--- config.mk ---
export PLATFORM = sky130hd
export DESIGN_NAME = fifo_tx_serializer_flat
export DESIGN_NICKNAME = d
export VERILOG_FILES = /design/src/rtl/fifo_tx_serializer_pkg.sv /design/src/rtl/fifo_tx_serializer_if.sv /design/src/rtl/fifo_tx_serializer_baud_tick_gen.sv /design/src/rtl/fifo_tx_serializer.sv /design/src/flat_wrapper.sv
export SDC_FILE = /design/constraint.sdc
export NUM_CORES = 1
export LEC_CHECK = 0
export CAP_MARGIN = 5
export CORE_UTILIZATION = 25
export DETAILED_ROUTE_END_ITERATION = 6
export PLACE_DENSITY = 0.42
export SYNTH_ARGS = -nofsm -noshare
export SYNTH_HDL_FRONTEND = slang
export SYNTH_SLANG_ARGS = --single-unit
--- constraint.sdc ---
create_clock -name clk -period 3.85 [get_ports clk]
set_clock_uncertainty 0.05 [all_clocks]
set_input_delay 0.77 -clock clk [delete_from_list [all_inputs] [get_ports clk]]
set_output_delay 0.77 -clock clk [all_outputs]
set_load 0.05 [all_outputs]
--- src/rtl/fifo_tx_serializer_pkg.sv ---
// Shared definitions for the FIFO-fed serial transmitter: default sizing,
// FSM state encoding and a frame-length helper.
package fifo_tx_serializer_pkg;

    localparam int DEFAULT_WIDTH        = 16;
    localparam int DEFAULT_CLKS_PER_BIT = 4;

    typedef logic [2:0] state_t;

    localparam state_t S_IDLE    = 3'd0;
    localparam state_t S_POP     = 3'd1;
    localparam state_t S_CAPTURE = 3'd2;
    localparam state_t S_START   = 3'd3;
    localparam state_t S_DATA    = 3'd4;
    localparam state_t S_PARITY  = 3'd5;
    localparam state_t S_STOP    = 3'd6;

    // Clock cycles on the line for one frame (start + data + optional parity + stop).
    function automatic int frame_len(input int width, input int clks_per_bit, input int parity_en);
        return (width + 2 + parity_en) * clks_per_bit;
    endfunction

endpackage

--- src/rtl/fifo_tx_serializer_if.sv ---
// Pop interface between the word FIFO and its serializer.
// master: the serializer (issues get); slave: the FIFO (supplies data/flag).
interface fifo_tx_serializer_if #(
    parameter int WIDTH = fifo_tx_serializer_pkg::DEFAULT_WIDTH
) ();

    logic             fifo_empty_bar;
    logic [WIDTH-1:0] fifo_data;
    logic             fifo_get;

    modport master (
        output fifo_get,
        input  fifo_empty_bar,
        input  fifo_data
    );

    modport slave (
        input  fifo_get,
        output fifo_empty_bar,
        output fifo_data
    );

endinterface

--- src/rtl/fifo_tx_serializer_baud_tick_gen.sv ---
// Bit-period divider: free-running counter that wraps every CLKS_PER_BIT
// cycles and flags the final cycle of each bit period. A synchronous clear
// lets the FSM align the first bit period to the start of a frame.
module fifo_tx_serializer_baud_tick_gen
    import fifo_tx_serializer_pkg::*;
#(
    parameter int CLKS_PER_BIT = DEFAULT_CLKS_PER_BIT
) (
    input  logic clk,
    input  logic reset,
    input  logic clear,
    output logic tick
);

    localparam int CW = (CLKS_PER_BIT > 1) ? $clog2(CLKS_PER_BIT) : 1;
    localparam logic [CW-1:0] LAST = CW'(CLKS_PER_BIT - 1);

    logic [CW-1:0] cnt_q, cnt_d;

    // Next count: wrap at the end of a bit period or when the FSM clears.
    always_comb begin
        // NOTE: assign a default first so no path leaves cnt_d unassigned (no latch).
        cnt_d = cnt_q + CW'(1);
        if (clear || (cnt_q == LAST)) begin
            cnt_d = '0;
        end
    end

    // Counter register with synchronous reset.
    always_ff @(posedge clk) begin
        // NOTE: state updates use <= so every flop samples pre-edge values.
        if (reset) begin
            cnt_q <= '0;
        end else begin
            cnt_q <= cnt_d;
        end
    end

    assign tick = (cnt_q == LAST);

endmodule

--- src/rtl/fifo_tx_serializer.sv ---
// FIFO-fed serial transmitter. Pops one word, then sends start bit, data
// LSB-first, optional even parity and stop bit, paced by the baud divider.
// Frames chain back-to-back while enable is high and the FIFO has data.
module fifo_tx_serializer
    import fifo_tx_serializer_pkg::*;
#(
    parameter int WIDTH        = DEFAULT_WIDTH,
    parameter int CLKS_PER_BIT = DEFAULT_CLKS_PER_BIT,
    parameter int PARITY_EN    = 0
) (
    input  logic                 clk,
    input  logic                 reset,
    input  logic                 enable,
    fifo_tx_serializer_if.master fifo_if,
    output logic                 tx,
    output logic                 busy,
    output logic                 frame_done
);

    localparam int BW = $clog2(WIDTH + 1);
    localparam logic [BW-1:0] LAST_BIT = BW'(WIDTH - 1);

    state_t           state_q, state_d;
    logic [WIDTH-1:0] shift_q, shift_d;
    logic [BW-1:0]    bit_cnt_q, bit_cnt_d;
    logic             parity_q, parity_d;
    logic             tx_q, tx_d;
    logic             baud_clear;
    logic             tick;

    fifo_tx_serializer_baud_tick_gen #(
        .CLKS_PER_BIT(CLKS_PER_BIT)
    ) u_baud (
        .clk  (clk),
        .reset(reset),
        .clear(baud_clear),
        .tick (tick)
    );

    // Frame sequencing, word capture/shift and the registered line value.
    always_comb begin
        state_d    = state_q;
        shift_d    = shift_q;
        bit_cnt_d  = bit_cnt_q;
        parity_d   = parity_q;
        baud_clear = 1'b0;

        case (state_q)
            S_IDLE: begin
                baud_clear = 1'b1;
                if (enable && fifo_if.fifo_empty_bar) begin
                    state_d = S_POP;
                end
            end
            S_POP: begin
                baud_clear = 1'b1;
                state_d    = S_CAPTURE;
            end
            S_CAPTURE: begin
                // The FIFO presents the popped word one cycle after get.
                baud_clear = 1'b1;
                shift_d    = fifo_if.fifo_data;
                parity_d   = ^fifo_if.fifo_data;
                bit_cnt_d  = '0;
                state_d    = S_START;
            end
            S_START: begin
                if (tick) begin
                    state_d = S_DATA;
                end
            end
            S_DATA: begin
                if (tick) begin
                    shift_d   = {1'b0, shift_q[WIDTH-1:1]};
                    bit_cnt_d = bit_cnt_q + BW'(1);
                    if (bit_cnt_q == LAST_BIT) begin
                        state_d = (PARITY_EN != 0) ? S_PARITY : S_STOP;
                    end
                end
            end
            S_PARITY: begin
                if (tick) begin
                    state_d = S_STOP;
                end
            end
            S_STOP: begin
                if (tick) begin
                    state_d = (enable && fifo_if.fifo_empty_bar) ? S_POP : S_IDLE;
                end
            end
            default: begin
                state_d = S_IDLE;
            end
        endcase

        // Line value follows the state being entered, so tx is a clean flop.
        case (state_d)
            S_START:  tx_d = 1'b0;
            S_DATA:   tx_d = shift_d[0];
            S_PARITY: tx_d = parity_d;
            default:  tx_d = 1'b1;
        endcase
    end

    // State, datapath and line registers; reset aborts any frame in flight.
    always_ff @(posedge clk) begin
        if (reset) begin
            state_q   <= S_IDLE;
            shift_q   <= '0;
            bit_cnt_q <= '0;
            parity_q  <= 1'b0;
            tx_q      <= 1'b1;
        end else begin
            state_q   <= state_d;
            shift_q   <= shift_d;
            bit_cnt_q <= bit_cnt_d;
            parity_q  <= parity_d;
            tx_q      <= tx_d;
        end
    end

    assign tx               = tx_q;
    assign busy             = (state_q != S_IDLE);
    assign frame_done       = (state_q == S_STOP) && tick;
    assign fifo_if.fifo_get = (state_q == S_POP);

endmodule

--- src/flat_wrapper.sv ---
// flat-port wrapper written by rule: the top's interface ports become plain ports
module fifo_tx_serializer_flat import fifo_tx_serializer_pkg::*;
#(
    parameter int WIDTH        = DEFAULT_WIDTH,
    parameter int CLKS_PER_BIT = DEFAULT_CLKS_PER_BIT,
    parameter int PARITY_EN    = 0
)
  (clk, reset, enable, tx, busy, frame_done, fifo_if_fifo_get, fifo_if_fifo_empty_bar, fifo_if_fifo_data);
  fifo_tx_serializer_if #(.WIDTH(WIDTH)) fifo_if_i ();
  input  logic clk;
  input  logic reset;
  input  logic enable;
  output logic tx;
  output logic busy;
  output logic frame_done;
  output wire logic [$bits(fifo_if_i.fifo_get)-1:0] fifo_if_fifo_get;
  input wire logic [$bits(fifo_if_i.fifo_empty_bar)-1:0] fifo_if_fifo_empty_bar;
  input wire logic [$bits(fifo_if_i.fifo_data)-1:0] fifo_if_fifo_data;
  assign fifo_if_fifo_get = fifo_if_i.fifo_get;
  assign fifo_if_i.fifo_empty_bar = fifo_if_fifo_empty_bar;
  assign fifo_if_i.fifo_data = fifo_if_fifo_data;
  fifo_tx_serializer #(.WIDTH(WIDTH), .CLKS_PER_BIT(CLKS_PER_BIT), .PARITY_EN(PARITY_EN)) u_core (.clk(clk), .reset(reset), .enable(enable), .fifo_if(fifo_if_i), .tx(tx), .busy(busy), .frame_done(frame_done));
endmodule
Word level (Yosys, flattened, before mapping). Cells that the tools add are included.

Register bits after elaboration: 28. Input port bits: 20.

$add $sub $neg: 2. Equality and inequality tests: 12. Multiplexer cells: 15. Reduce and logical (&&, ||, !) cells: 10.

Operator list (number): 16-bit one-hot mux with 2 select lines (1); 3-bit one-hot mux with 7 select lines (1); 3-bit two-way mux (6); 16-bit two-way mux (1); 16-bit XOR reduction (1); 3-bit equality test (second input constant) (5); 5-bit one-hot mux with 2 select lines (1); 3-bit by 2-bit equality test with 1-bit output (second input constant) (3); 5-bit by 1-bit adder with 5-bit output (second input constant) (1); 5-bit by 4-bit equality test with 1-bit output (second input constant) (1); 5-bit two-way mux (1); 3-bit by 1-bit equality test with 1-bit output (second input constant) (1); 3-bit zero test (1); 1-bit two-way mux (3); 1-bit one-hot mux with 3 select lines (1); 3-bit nonzero test (1); 3-bit OR reduction (1); 2-bit by 1-bit adder with 2-bit output (second input constant) (1); 2-bit equality test (second input constant) (1); 1-bit logical AND (2); 2-bit by 1-bit != test with 1-bit output (second input constant) (1); 2-bit AND reduction (1); 2-bit nonzero test (1); 2-bit OR reduction (1); 1-bit logical OR (1).

Longest topological paths before layout. Gate-level depths: netlist (run 1).

Depth in word-level cells: 6. Depth in mapped cells: 8. Gate-level depth less buffers: 8.

By module. Synthesis (run 1) repeated with hierarchy kept, for this count alone.

Cells, all modules: 164. Area, all modules: 1422.6 um^2.

Modules (own cells, without submodules): fifo_tx_serializer (instances 1, cells an instance 159, area an instance 1342.5 um^2, seq. area each 520.5 um^2); fifo_tx_serializer_baud_tick_gen (instances 1, cells an instance 5, area an instance 80.1 um^2, seq. area each 40.0 um^2).

Worst setup path after synthesis (run 1). No wires, ideal clock.

Path type: register -> output. Start: reg u_core.u_baud.cnt_q[0]. End: out frame_done. Data arrival time: 1.790 ns. Required time: 3.030 ns. Path slack: 1.240 ns. Cell stages (with the launch flop): 4. Path buffers: 0. Cell sequence: dfxtp_1 ha_1 nand2_2 nor3b_1.

Cells in the longest elaborated chain, start to end: 2.

RTL lines: from (decl) (line fifo_tx_serializer_baud_tick_gen.sv:18) `logic [CW-1:0] cnt_q, cnt_d;`; from (signal assigned) (line fifo_tx_serializer_baud_tick_gen.sv:35) `cnt_q <= cnt_d;`; 2-bit equality test (line fifo_tx_serializer_baud_tick_gen.sv:39) `assign tick = (cnt_q == LAST);`; 1-bit logical AND (line fifo_tx_serializer.sv:124) `assign frame_done = (state_q == S_STOP) && tick;`; to (decl) (line flat_wrapper.sv:15) `output logic frame_done;`.

No other way between the ends.

Final worst setup path (run 1). Same ends and word-level chain as after synthesis.

==> key figures, run 1 <==
Pwr
  • Sw Ratio: 0.287
  • Leak: ~0.56 nW
  • Power share of the clock group: 0.280
  • VDD IR-drop max: roughly 0.14 mV
  • Comb power frac: 0.228
  • Pwr/cell area: 378 nW/um2
  • Register share of total power: 0.492
  • Switching pwr: approximately 190 uW
  • Internal: around 470 uW

Yosys
  • Post-synth top area share: 0.394
  • Synth top area cells: dfxtp_1, xnor2_1, a21oi_1
  • Synth warnings: 0
  • Syn_nets: approximately 190
  • Post-synthesis simple-gate area fraction: 0.202
  • Post-synthesis sequential area ratio: 0.394
  • Register bit total from synthesis: 28
  • Synth cell types: 37
  • Yosys top cell by area: dfxtp_1
  • Synth Area per Inst: 8.68 um2
  • Compound-cell area share of the yosys netlist: 0.217
  • Mapped cell area: between 1000 and 1500 um2
  • Mapped Cells: 164
  • Synth Area in Adders: 0.0264
  • Largest family of logic cells by synthesized area: compound AO/OA/AOI/OAI gates
  • Post-Synth XOR/XNOR Area: 0.105
  • Post-synthesis mux area share: 0.00703

Clocking
  • CTS Buffer Depth: 2
  • CTS buffer count: 3
  • Post-CTS Resized: 0
  • CTS H-tree depth: 1
  • Hold_buf cts: 0
  • Clk sinks: 28
  • Post-CTS Setup Bufs: 0
  • Clock-pin transition on the worst setup and hold timing paths: ~90 ps
  • TritonCTS clock tree: built
  • Clock Latency Late Sink: approximately 270 ps
  • CTS root buf: clkbuf_8

Routing
  • Detailed Route Iter0 Violations: 46
  • Antenna Violating Nets Remaining: 0
  • Final WL: ~3200 um
  • First-pass DRT Iterations: 4
  • DRC viols: 0
  • Routed vias/inst: between 4 and 5
  • Wire per inst: around 13 um
  • Vias: between 1,000 and 1,500

Worst setup path
  • CP endpoint kind: primary output
  • Largest fanout on the critical path: 13
  • Critical Path Start Type: flip-flop
  • Worst Path Arrival: roughly 2300 ps
  • Crit path largest cell delay: between 800 and 900 ps
  • Worst path slowest cell: clkdlybuf4s50_1
  • Crit Reg-Reg Startpoint: u_core.u_baud.cnt_q[0]
  • Delay-heaviest family, CP: buffers and inverters
  • CP Cell Sequence: ha_1 -> nand2_2 -> nor3b_1 -> clkdlybuf4s50_1
  • CP required: roughly 3000 ps
  • CP Class: reg -> out
  • Worst r2r path cells: 6
  • Worst R2R Setup Slack: 1440 ps
  • Worst reg2reg endpoint: u_core.bit_cnt_q[4]
  • Crit path buf inv count: 1

STA
  • RSZ-0062 raised after global routing: no
  • Slew Viols, Final: 0
  • Final hold violations: 0
  • Setup TNS: 0 ps
  • Final Setup Violations: 0
  • Final period util: 0.806
  • Hold WS: between 300 and 400 ps
  • Slew margin rel.: 0.232
  • Fmax: between 300 and 400 MHz
  • Worst-Margin Slew: 1150 ps
  • Minimum clock period after layout: 3100 ps

Global routing
  • Largest net degree at the start of global routing: 29
  • Congestion Overflow GR: 0
  • First-pass GRT wire length: 5360 um
  • Number of global-route vias before repair: 1,083
  • Initial antenna violation count: 0
  • Gr usage total: 0.112

Placed design
  • GPL Wtd Cong: roughly 0.75
  • PortBufs: 23
  • Hpwl dp: 2200 um

Hold path
  • Worst Hold Path EP: u_core.u_baud.cnt_q[0]
  • Hold path cells: 1
  • Worst Hold Class: reg -> reg
  • Worst Hold Launch: u_core.u_baud.cnt_q[0]

Flow run
  • Max_cap viols: 0

Layout
  • Filler cells: 570
  • Share of cells above drive strength 1: 0.0718
  • N_diodes: 0
  • Nets: 205
  • Synthesis-to-finish area growth: 22.2%
  • FF/Latch Area: 561 um2
  • Multi-input logic area: about 800 um2

Die
  • IO Count: 24
  • Die ar.: between 6000 and 7000 um2
  • CORE AREA: 5510 um2
  • Starting density of the core: 0.259
  • Row cnt: 27
  • Die X-Extent: between 70 and 80 um
  • DIE HEIGHT: approximately 77 um

Status
  • Status: complete, no violations
[sequential cells by signal, indices dropped and copies added (netlist names)]
| signal | count |
|---|---|
| u_core.bit_cnt_q | 5 |
| u_core.parity_q | 1 |
| u_core.shift_q | 16 |
| u_core.state_q | 3 |
| u_core.tx | 1 |
| u_core.u_baud.cnt_q | 2 |
[worst reg2reg max path: stages (launching register included)]
cell	delay, ps
dfxtp_1	350
ha_1	420
nand2_2	170
nor3_4	660
nor2_2	350
a21oi_1	230
nor2_1	50
[cells in the mapped netlist, drive strengths merged]
library cell,number
a211oi,1
a21oi,22
a221o,1
a22oi,16
a31oi,2
and2,1
and3,1
buf,7
clkbuf,4
dfxtp,28
ha,3
inv,1
mux2i,1
nand2,24
nand3,2
nand3b,2
nand4,2
nor2,9
nor2b,4
nor3,4
nor3b,2
nor4,2
nor4b,1
o21ai,5
o22a,1
or3,1
xnor2,13
xor2,4
[power by group through the flow]
| stage | Clock [mW] | Combinational (mW) | Sequential, mW |
|---|---|---|---|
| 2_1_floorplan | 0 | 0.113 | 0.325 |
| 6_report | 0.184 | 0.150 | 0.324 |
| 4_1_cts | 0.196 | 0.152 | 0.324 |
| 3_3_place_gp | 0 | 0.149 | 0.330 |
| 3_5_place_dp | 0 | 0.151 | 0.331 |
| 5_1_grt | 0.206 | 0.163 | 0.328 |
[cell type report]
| type | count | area share |
|---|---|---|
| Multi-Input combinational cell | 124 | 0.456 |
| Sequential cell | 28 | 0.322 |
| Timing Repair Buffer | 24 | 0.137 |
| Tap cell | 72 | 0.0518 |
| Clock buffer | 4 | 0.0316 |
| Inverter | 1 | 0.00216 |
[logic make-up (layout without fill, tap and decap cells)]
logic type / Yosys count / in the layout
simple gates: 55 / 55
compound gates: 48 / 48
flops: 28 / 28
xor+xnor: 17 / 17
buf+inv: 12 / 29
fa+ha+maj: 3 / 3
mux: 1 / 1
[stage by stage]
stage | total power [mW] | setup slack, ps | utilization | std cells | area (um2)
after floorplan | 0.438 | 1240 | - | 164 | 1420
after global placement | 0.479 | 1130 | 0.306 | 249 | 1690
after detailed placement | 0.482 | 1050 | 0.306 | 249 | 1690
after CTS | 0.672 | 726 | 0.316 | 253 | 1740
after global routing | 0.697 | 611 | 0.316 | 253 | 1740
final | 0.659 | 746 | 0.316 | 253 | 1740
[worst max-delay path by stage]
stage / cells past startpoint / slack (ps) / to / start
floorplan: 3 / 1240 / frame_done / u_core.u_baud.cnt_q[0]
global placement: 4 / 1130 / frame_done / u_core.u_baud.cnt_q[0]
detailed placement: 4 / 1050 / frame_done / u_core.u_baud.cnt_q[0]
CTS: 4 / 730 / frame_done / u_core.u_baud.cnt_q[0]
global route: 4 / 610 / frame_done / u_core.u_baud.cnt_q[0]
finish: 4 / 750 / frame_done / u_core.u_baud.cnt_q[0]
[cell usage in the layout (no fill, tap or decap)]
cell type / netlist / layout
nand4_1: 2 / 2
nor4_1: 2 / 2
o21ai_0: 5 / 5
nor3_4: 1 / 1
nand2_2: 1 / 1
or3_1: 1 / 1
nor2b_1: 4 / 4
nor3b_1: 1 / 1
mux2i_1: 1 / 1
nor2_1: 8 / 8
clkdlybuf4s50_1: 0 / 23
nand3b_1: 2 / 2
a221o_1: 1 / 1
dfxtp_1: 28 / 28
and3_1: 1 / 1
a22oi_2: 2 / 2
o22a_1: 1 / 1
xnor2_1: 13 / 13
a22oi_1: 14 / 14
ha_1: 3 / 3
nand2_1: 23 / 23
and2_1: 1 / 1
a21oi_1: 22 / 22
nor3_2: 1 / 1
a31oi_1: 2 / 2
clkbuf_8: 0 / 4
buf_4: 2 / 1
a211oi_2: 1 / 1
nor3_1: 2 / 2
nor2_2: 1 / 1
xor2_1: 4 / 4
nand3_1: 2 / 2
nor3b_2: 1 / 1
nor4b_1: 1 / 1
inv_1: 1 / 1
[layer usage]
metal / track usage / vias to the layer above / share of wire
met3: 0.0224 / 2 / 0.054
li1: - / 612 / -
met2: 0.175 / 35 / 0.44
met1: 0.152 / 562 / 0.50
met4: 0.0396 / 0 / 0.0059
met5: 0 / - / 0
No activity file was read; power rests on OpenSTA's default activity.
==> run 2, diff against run 1 <==
--- a/config.mk
+++ b/config.mk
@@ -8,7 +8,7 @@
 export CAP_MARGIN = 5
 export CORE_UTILIZATION = 25
 export DETAILED_ROUTE_END_ITERATION = 6
-export PLACE_DENSITY = 0.42
+export PLACE_DENSITY = 0.43
 export SYNTH_ARGS = -nofsm -noshare
 export SYNTH_HDL_FRONTEND = slang
 export SYNTH_SLANG_ARGS = --single-unit
==> constraint.sdc (replaced) <==
create_clock -name clk -period 2.64 [get_ports clk]
set_clock_uncertainty 0.05 [all_clocks]
set_input_delay 0.528 -clock clk [delete_from_list [all_inputs] [get_ports clk]]
set_output_delay 0.528 -clock clk [all_outputs]
set_load 0.05 [all_outputs]
==> run 2 against run 1 <==
Effect of this change: cell count is 2.0% higher; power increased by 42%; combinational power rose by 62%; first-iteration DRC count is 26% higher; worst hold slack gained 1.9 ps; non-clock buffer count rose by 6; utilization up 0.70 points; routed wire length is 2.9% higher.
==> key figures, run 2 (synthesis gave the netlist of run 1 again) <==
Status
  • Status: complete, no violations

Pwr
  • Leak: 0.589 nW
  • Switching pwr: around 270 uW
  • VDD IR-drop max: about 0.17 mV
  • Sw Ratio: 0.294
  • Power share of the clock group: 0.250
  • Comb power frac: 0.260
  • Internal: 661 uW
  • Pwr/cell area: about 530 nW/um2
  • Register share of total power: 0.490

Layout
  • Filler cells: around 580
  • Commonest cells after routing, fill and taps aside: dfxtp_1, nand2_1, a21oi_1
  • Post-route cell area: 1780 um2
  • Max FFs per register: 16
  • Largest regs: u_core.shift_q x16, u_core.bit_cnt_q x5, u_core.state_q x3
  • Synthesis-to-finish area growth: 25.0%
  • Commonest non-fill, non-tap cell in the layout: dfxtp_1
  • Largest reg by FF count: u_core.shift_q
  • Share of cells above drive strength 1: 0.108
  • Nets: between 200 and 250
  • N_diodes: 0

Worst setup path
  • Worst R2R Setup Slack: around 740 ps
  • CP required: just over 2000 ps
  • CP Launch Point: u_core.u_baud.cnt_q[0]
  • Critical Path Start Type: flip-flop
  • Largest fanout on the critical path: 13
  • CP endpoint kind: primary output
  • Worst Path Arrival: between 1500 and 2000 ps
  • Worst reg2reg endpoint: u_core.bit_cnt_q[3]
  • Worst r2r path cells: 7
  • Crit Reg-Reg Startpoint: u_core.u_baud.cnt_q[0]
  • CP Class: reg -> out

Clocking
  • Clock Latency Late Sink: ~270 ps
  • CTS buffer count: 3
  • CTS Buffer Depth: 2
  • CTS H-tree depth: 1
  • CTS root buf: clkbuf_8
  • Post-CTS Setup Bufs: 0
  • Clk sinks: 28
  • Clock-pin transition on the worst setup and hold timing paths: 90 ps
  • TritonCTS clock tree: built
  • Hold_buf cts: 0
  • Post-CTS Resized: 0

Routing
  • Final WL: between 3000 and 4000 um
  • Routed vias/inst: a little under 5
  • Wire per inst: between 10 and 15 um
  • DRC viols: 0
  • Detailed Route Iter0 Violations: 58
  • Vias: ~1,300
  • First-pass DRT Iterations: 4
  • Antenna Violating Nets Remaining: 0

Global routing
  • Largest net degree at the start of global routing: 29
  • Congestion Overflow GR: 0
  • First-pass GRT wire length: just under 6000 um
  • Gr usage total: 0.123
  • Number of global-route vias before repair: between 1,000 and 1,500
  • Initial antenna violation count: 0

Die
  • Starting density of the core: 0.259
  • Die X-Extent: 77.5 um
  • IO Count: 24
  • DIE HEIGHT: approximately 77 um
  • CORE AREA: around 5500 um2
  • Row cnt: 27
  • Die ar.: 6000 um2

STA
  • Final period util: 0.886
  • Setup TNS: 0 ps
  • Minimum clock period after layout: around 2300 ps
  • RSZ-0062 raised after global routing: no
  • Fmax: around 430 MHz
  • Slew margin rel.: 0.674
  • Worst-Margin Slew: ~500 ps
  • Slew Viols, Final: 0
  • Final Setup Violations: 0
  • Final hold violations: 0

Hold path
  • Worst Hold Path EP: u_core.u_baud.cnt_q[0]
  • Worst Hold Launch: u_core.u_baud.cnt_q[0]
  • Hold path cells: 1
  • Worst Hold Class: reg -> reg

Flow run
  • Max_cap viols: 0

Placed design
  • GPL Wtd Cong: 0.754
  • Placed cell area: 1740 um2
  • Hpwl dp: 2360 um
  • PortBufs: 23
run 2: cell count changes in the layout (fill, tap and decap cells not counted):
cell             previous run  this run
clkdlybuf4s50_1            23        21
buf_4                       1         8
buf_12                      0         1
clkbuf_8                    4         3
run 2: worst max-delay path by stage:
stage,end,slack [ps],cells past startpoint
finish,frame_done,300,4
global route,frame_done,140,4
CTS,frame_done,300,4
detailed placement,u_core.parity_q,610,6
global placement,u_core.parity_q,620,6
floorplan,frame_done,270,3
run 2: worst max-delay path, cell delays in order (launching register included):
cell     delay, ps
dfxtp_1        340
ha_1           430
nand2_2        170
nor3b_1        360
buf_12         190
run 2: per-layer routing:
metal	wire length, um	vias to the layer above	share of wire	GRT usage
met3	150	4	0.045	0.0247
met1	1600	594	0.48	0.162
met2	1520	35	0.46	0.196
met4	37	0	0.011	0.0453
li1	-	627	-	-
met5	0	-	0	0
run 2: area by class of cell:
class	instances	area [um2]	share of cell area
inverters	1	3.75	0.00211
clock buffers	3	41.3	0.0232
well taps	72	90.1	0.0506
multi-input cells	124	793	0.446
flip-flops and latches	28	561	0.315
repair buffers	30	290	0.163
run 2: stage by stage:
step / hold slack, ps / total power, mW / util / instances / worst slack [ps]
floorplan: 355 / 0.638 / - / 164 / 272
global placement: 363 / 0.711 / 0.316 / 255 / 623
detailed placement: 378 / 0.715 / 0.316 / 255 / 611
CTS: 392 / 0.945 / 0.323 / 258 / 305
global route: 411 / 0.991 / 0.323 / 258 / 140
finish: 386 / 0.936 / 0.323 / 258 / 301
run 2: power by group through the flow:
stage	Sequential [mW]	Clock, mW	Combinational (mW)
floorplan	0.474	0	0.164
global placement	0.468	0	0.243
detailed placement	0.469	0	0.246
CTS	0.459	0.239	0.246
global route	0.463	0.261	0.267
finish	0.459	0.234	0.243
==> run 3, diff against run 2 <==
--- a/config.mk
+++ b/config.mk
@@ -8,6 +8,7 @@
 export CAP_MARGIN = 5
 export CORE_UTILIZATION = 25
 export DETAILED_ROUTE_END_ITERATION = 6
+export GPL_TIMING_DRIVEN = 0
 export PLACE_DENSITY = 0.43
 export SYNTH_ARGS = -nofsm -noshare
 export SYNTH_HDL_FRONTEND = slang
==> run 3 against run 2 <==
Effect of this change: global-route usage fell by 0.29 points; routed wire length rose by 2.8%; cell count rose by 1.2%; sequential cell count did not move; worst hold slack improved by 1.9 ps; design area fell by 0.21%; register-to-register slack improved by 20 ps; clock-buffer cell count did not move; first-iteration DRC count fell by 48%; non-clock buffer count rose by 3; critical endpoint is now busy.
==> key figures, run 3 (synthesis gave the netlist of run 1 again) <==
Global routing
  • Largest net degree at the start of global routing: 15
  • First-pass GRT wire length: approximately 5700 um
  • Gr usage total: 0.120
  • Congestion Overflow GR: 0
  • Initial antenna violation count: 0
  • Met3 Track Usage GR: 0.0224
  • Grt met1 use: 0.171
  • GRT Max-Usage Layer: met2
  • Number of global-route vias before repair: between 1,000 and 1,500
  • Met2 Use GR: 0.181

Layout
  • Max FFs per register: 16
  • Commonest non-fill, non-tap cell in the layout: dfxtp_1
  • Largest reg by FF count: u_core.shift_q
  • Largest regs: u_core.shift_q x16, u_core.bit_cnt_q x5, u_core.state_q x3
  • Commonest cells after routing, fill and taps aside: dfxtp_1, nand2_1, a21oi_1
  • Multi-input logic area: roughly 800 um2
  • Synthesis-to-finish area growth: 24.7%
  • FF/Latch Area: 561 um2
  • Filler cells: ~600
  • Nets: around 210
  • Share of cells above drive strength 1: 0.0899
  • Final design utilization: 0.322
  • N_diodes: 0

Pwr
  • Pwr Total: around 940 uW
  • VDD IR-drop max: roughly 0.19 mV
  • Leak: roughly 0.6 nW
  • Pwr/cell area: ~530 nW/um2

STA
  • Final hold violations: 0
  • Slew Viols, Final: 0
  • Fmax: roughly 420 MHz
  • Final Setup Violations: 0
  • Setup TNS: 0 ps
  • Final period util: 0.905
  • Slew margin rel.: 0.646
  • RSZ-0062 raised after global routing: no
  • Minimum clock period after layout: 2390 ps
  • Worst-Margin Slew: between 500 and 600 ps

Worst setup path
  • Worst r2r path cells: 7
  • CP required: 2060 ps
  • Worst reg2reg endpoint: u_core.bit_cnt_q[4]
  • Critical Path Start Type: flip-flop
  • CP Class: reg -> out
  • CP endpoint kind: primary output
  • Largest fanout on the critical path: 10
  • Worst Path Arrival: 1810 ps
  • Crit Reg-Reg Startpoint: u_core.u_baud.cnt_q[0]
  • Worst R2R Setup Slack: between 700 and 800 ps

Placed design
  • PortBufs: 22
  • Hpwl dp: 2530 um
  • GPL Wtd Cong: 0.785

Hold path
  • Worst Hold Class: reg -> reg
  • Worst Hold Launch: u_core.u_baud.cnt_q[0]
  • Hold path cells: 1
  • Worst Hold Path EP: u_core.u_baud.cnt_q[0]

Die
  • Die X-Extent: between 70 and 80 um
  • Starting density of the core: 0.259
  • DIE HEIGHT: 77.5 um
  • Row cnt: 27
  • CORE AREA: ~5500 um2
  • Die ar.: around 6000 um2
  • IO Count: 24

Clocking
  • Clock-pin transition on the worst setup and hold timing paths: approximately 100 ps
  • CTS buffer count: 3
  • Clk sinks: 28
  • CTS root buf: clkbuf_8
  • Clock Latency Late Sink: between 200 and 300 ps
  • Hold_buf cts: 0
  • CTS H-tree depth: 1
  • CTS Buffer Depth: 2
  • TritonCTS clock tree: built
  • Post-CTS Setup Bufs: 0

Flow run
  • Max_cap viols: 0

Routing
  • Detailed Route Iter0 Violations: 30
  • First-pass DRT Iterations: 4
  • Vias: 1,230
  • Antenna Violating Nets Remaining: 0
  • Wire per inst: 13.0 um
  • DRC viols: 0
  • Final WL: 3400 um
  • Routed vias/inst: approximately 4.7

Status
  • Status: complete, no violations
## run 3: changes by cell type in the layout (fill, tap and decap cells not counted), sizes merged
cell / delta
dlymetal6s2s: +1
clkbuf: +4
dlygate4sd2: +2
clkdlybuf4s50: -2
buf: -2
## run 3: how the worst max path moves through the flow
| stage | from | endpoint | slack, ps | depth (start not counted) |
|---|---|---|---|---|
| global placement | u_core.state_q[2] | busy | 310 | 3 |
| detailed placement | u_core.state_q[2] | busy | 300 | 3 |
| floorplan | u_core.u_baud.cnt_q[0] | frame_done | 270 | 3 |
| global route | u_core.state_q[2] | busy | 110 | 3 |
| CTS | u_core.state_q[0] | fifo_if_fifo_get | 120 | 3 |
| finish | u_core.state_q[2] | busy | 250 | 3 |
## run 3: power by group
group | total, mW | switching, mW | internal, mW
sequential | 0.465 | 0.0185 | 0.446
combinational | 0.238 | 0.127 | 0.111
clock | 0.238 | 0.135 | 0.103
total | 0.940 | 0.280 | 0.660
## run 3: critical path, stage by stage (launching register included)
cell and delay (ps):
dfxtp_1 460, clkbuf_1 380, or3_1 170, dlygate4sd2_1 520
## run 3: cell type report
| type | instances | share of cell area |
|---|---|---|
| Multi-Input combinational cell | 124 | 0.447 |
| Sequential cell | 28 | 0.316 |
| Timing Repair Buffer | 22 | 0.124 |
| Tap cell | 72 | 0.0507 |
| Buffer | 11 | 0.0374 |
| Clock buffer | 3 | 0.0233 |
| Inverter | 1 | 0.00211 |
## run 3: routing by layer
layer  vias up  wire (um)
met3         5        121
met5         -          0
met1       569       1710
li1        630          -
met2        26       1540
met4         0         31
## run 3: what timing repair did
item                                    CTS  global route
hold endpoints to repair                  0             0
endpoints found under the setup margin    2             1
resized for setup                         2             1
## run 3: per-stage QoR
stage,cells,hold slack (ps),instance area [um2],worst slack [ps]
2_1_floorplan,164,355,1420,272
5_1_grt,261,414,1780,113
4_1_cts,261,392,1770,118
3_5_place_dp,258,378,1730,295
3_3_place_gp,258,366,1730,306
6_report,261,388,1780,252
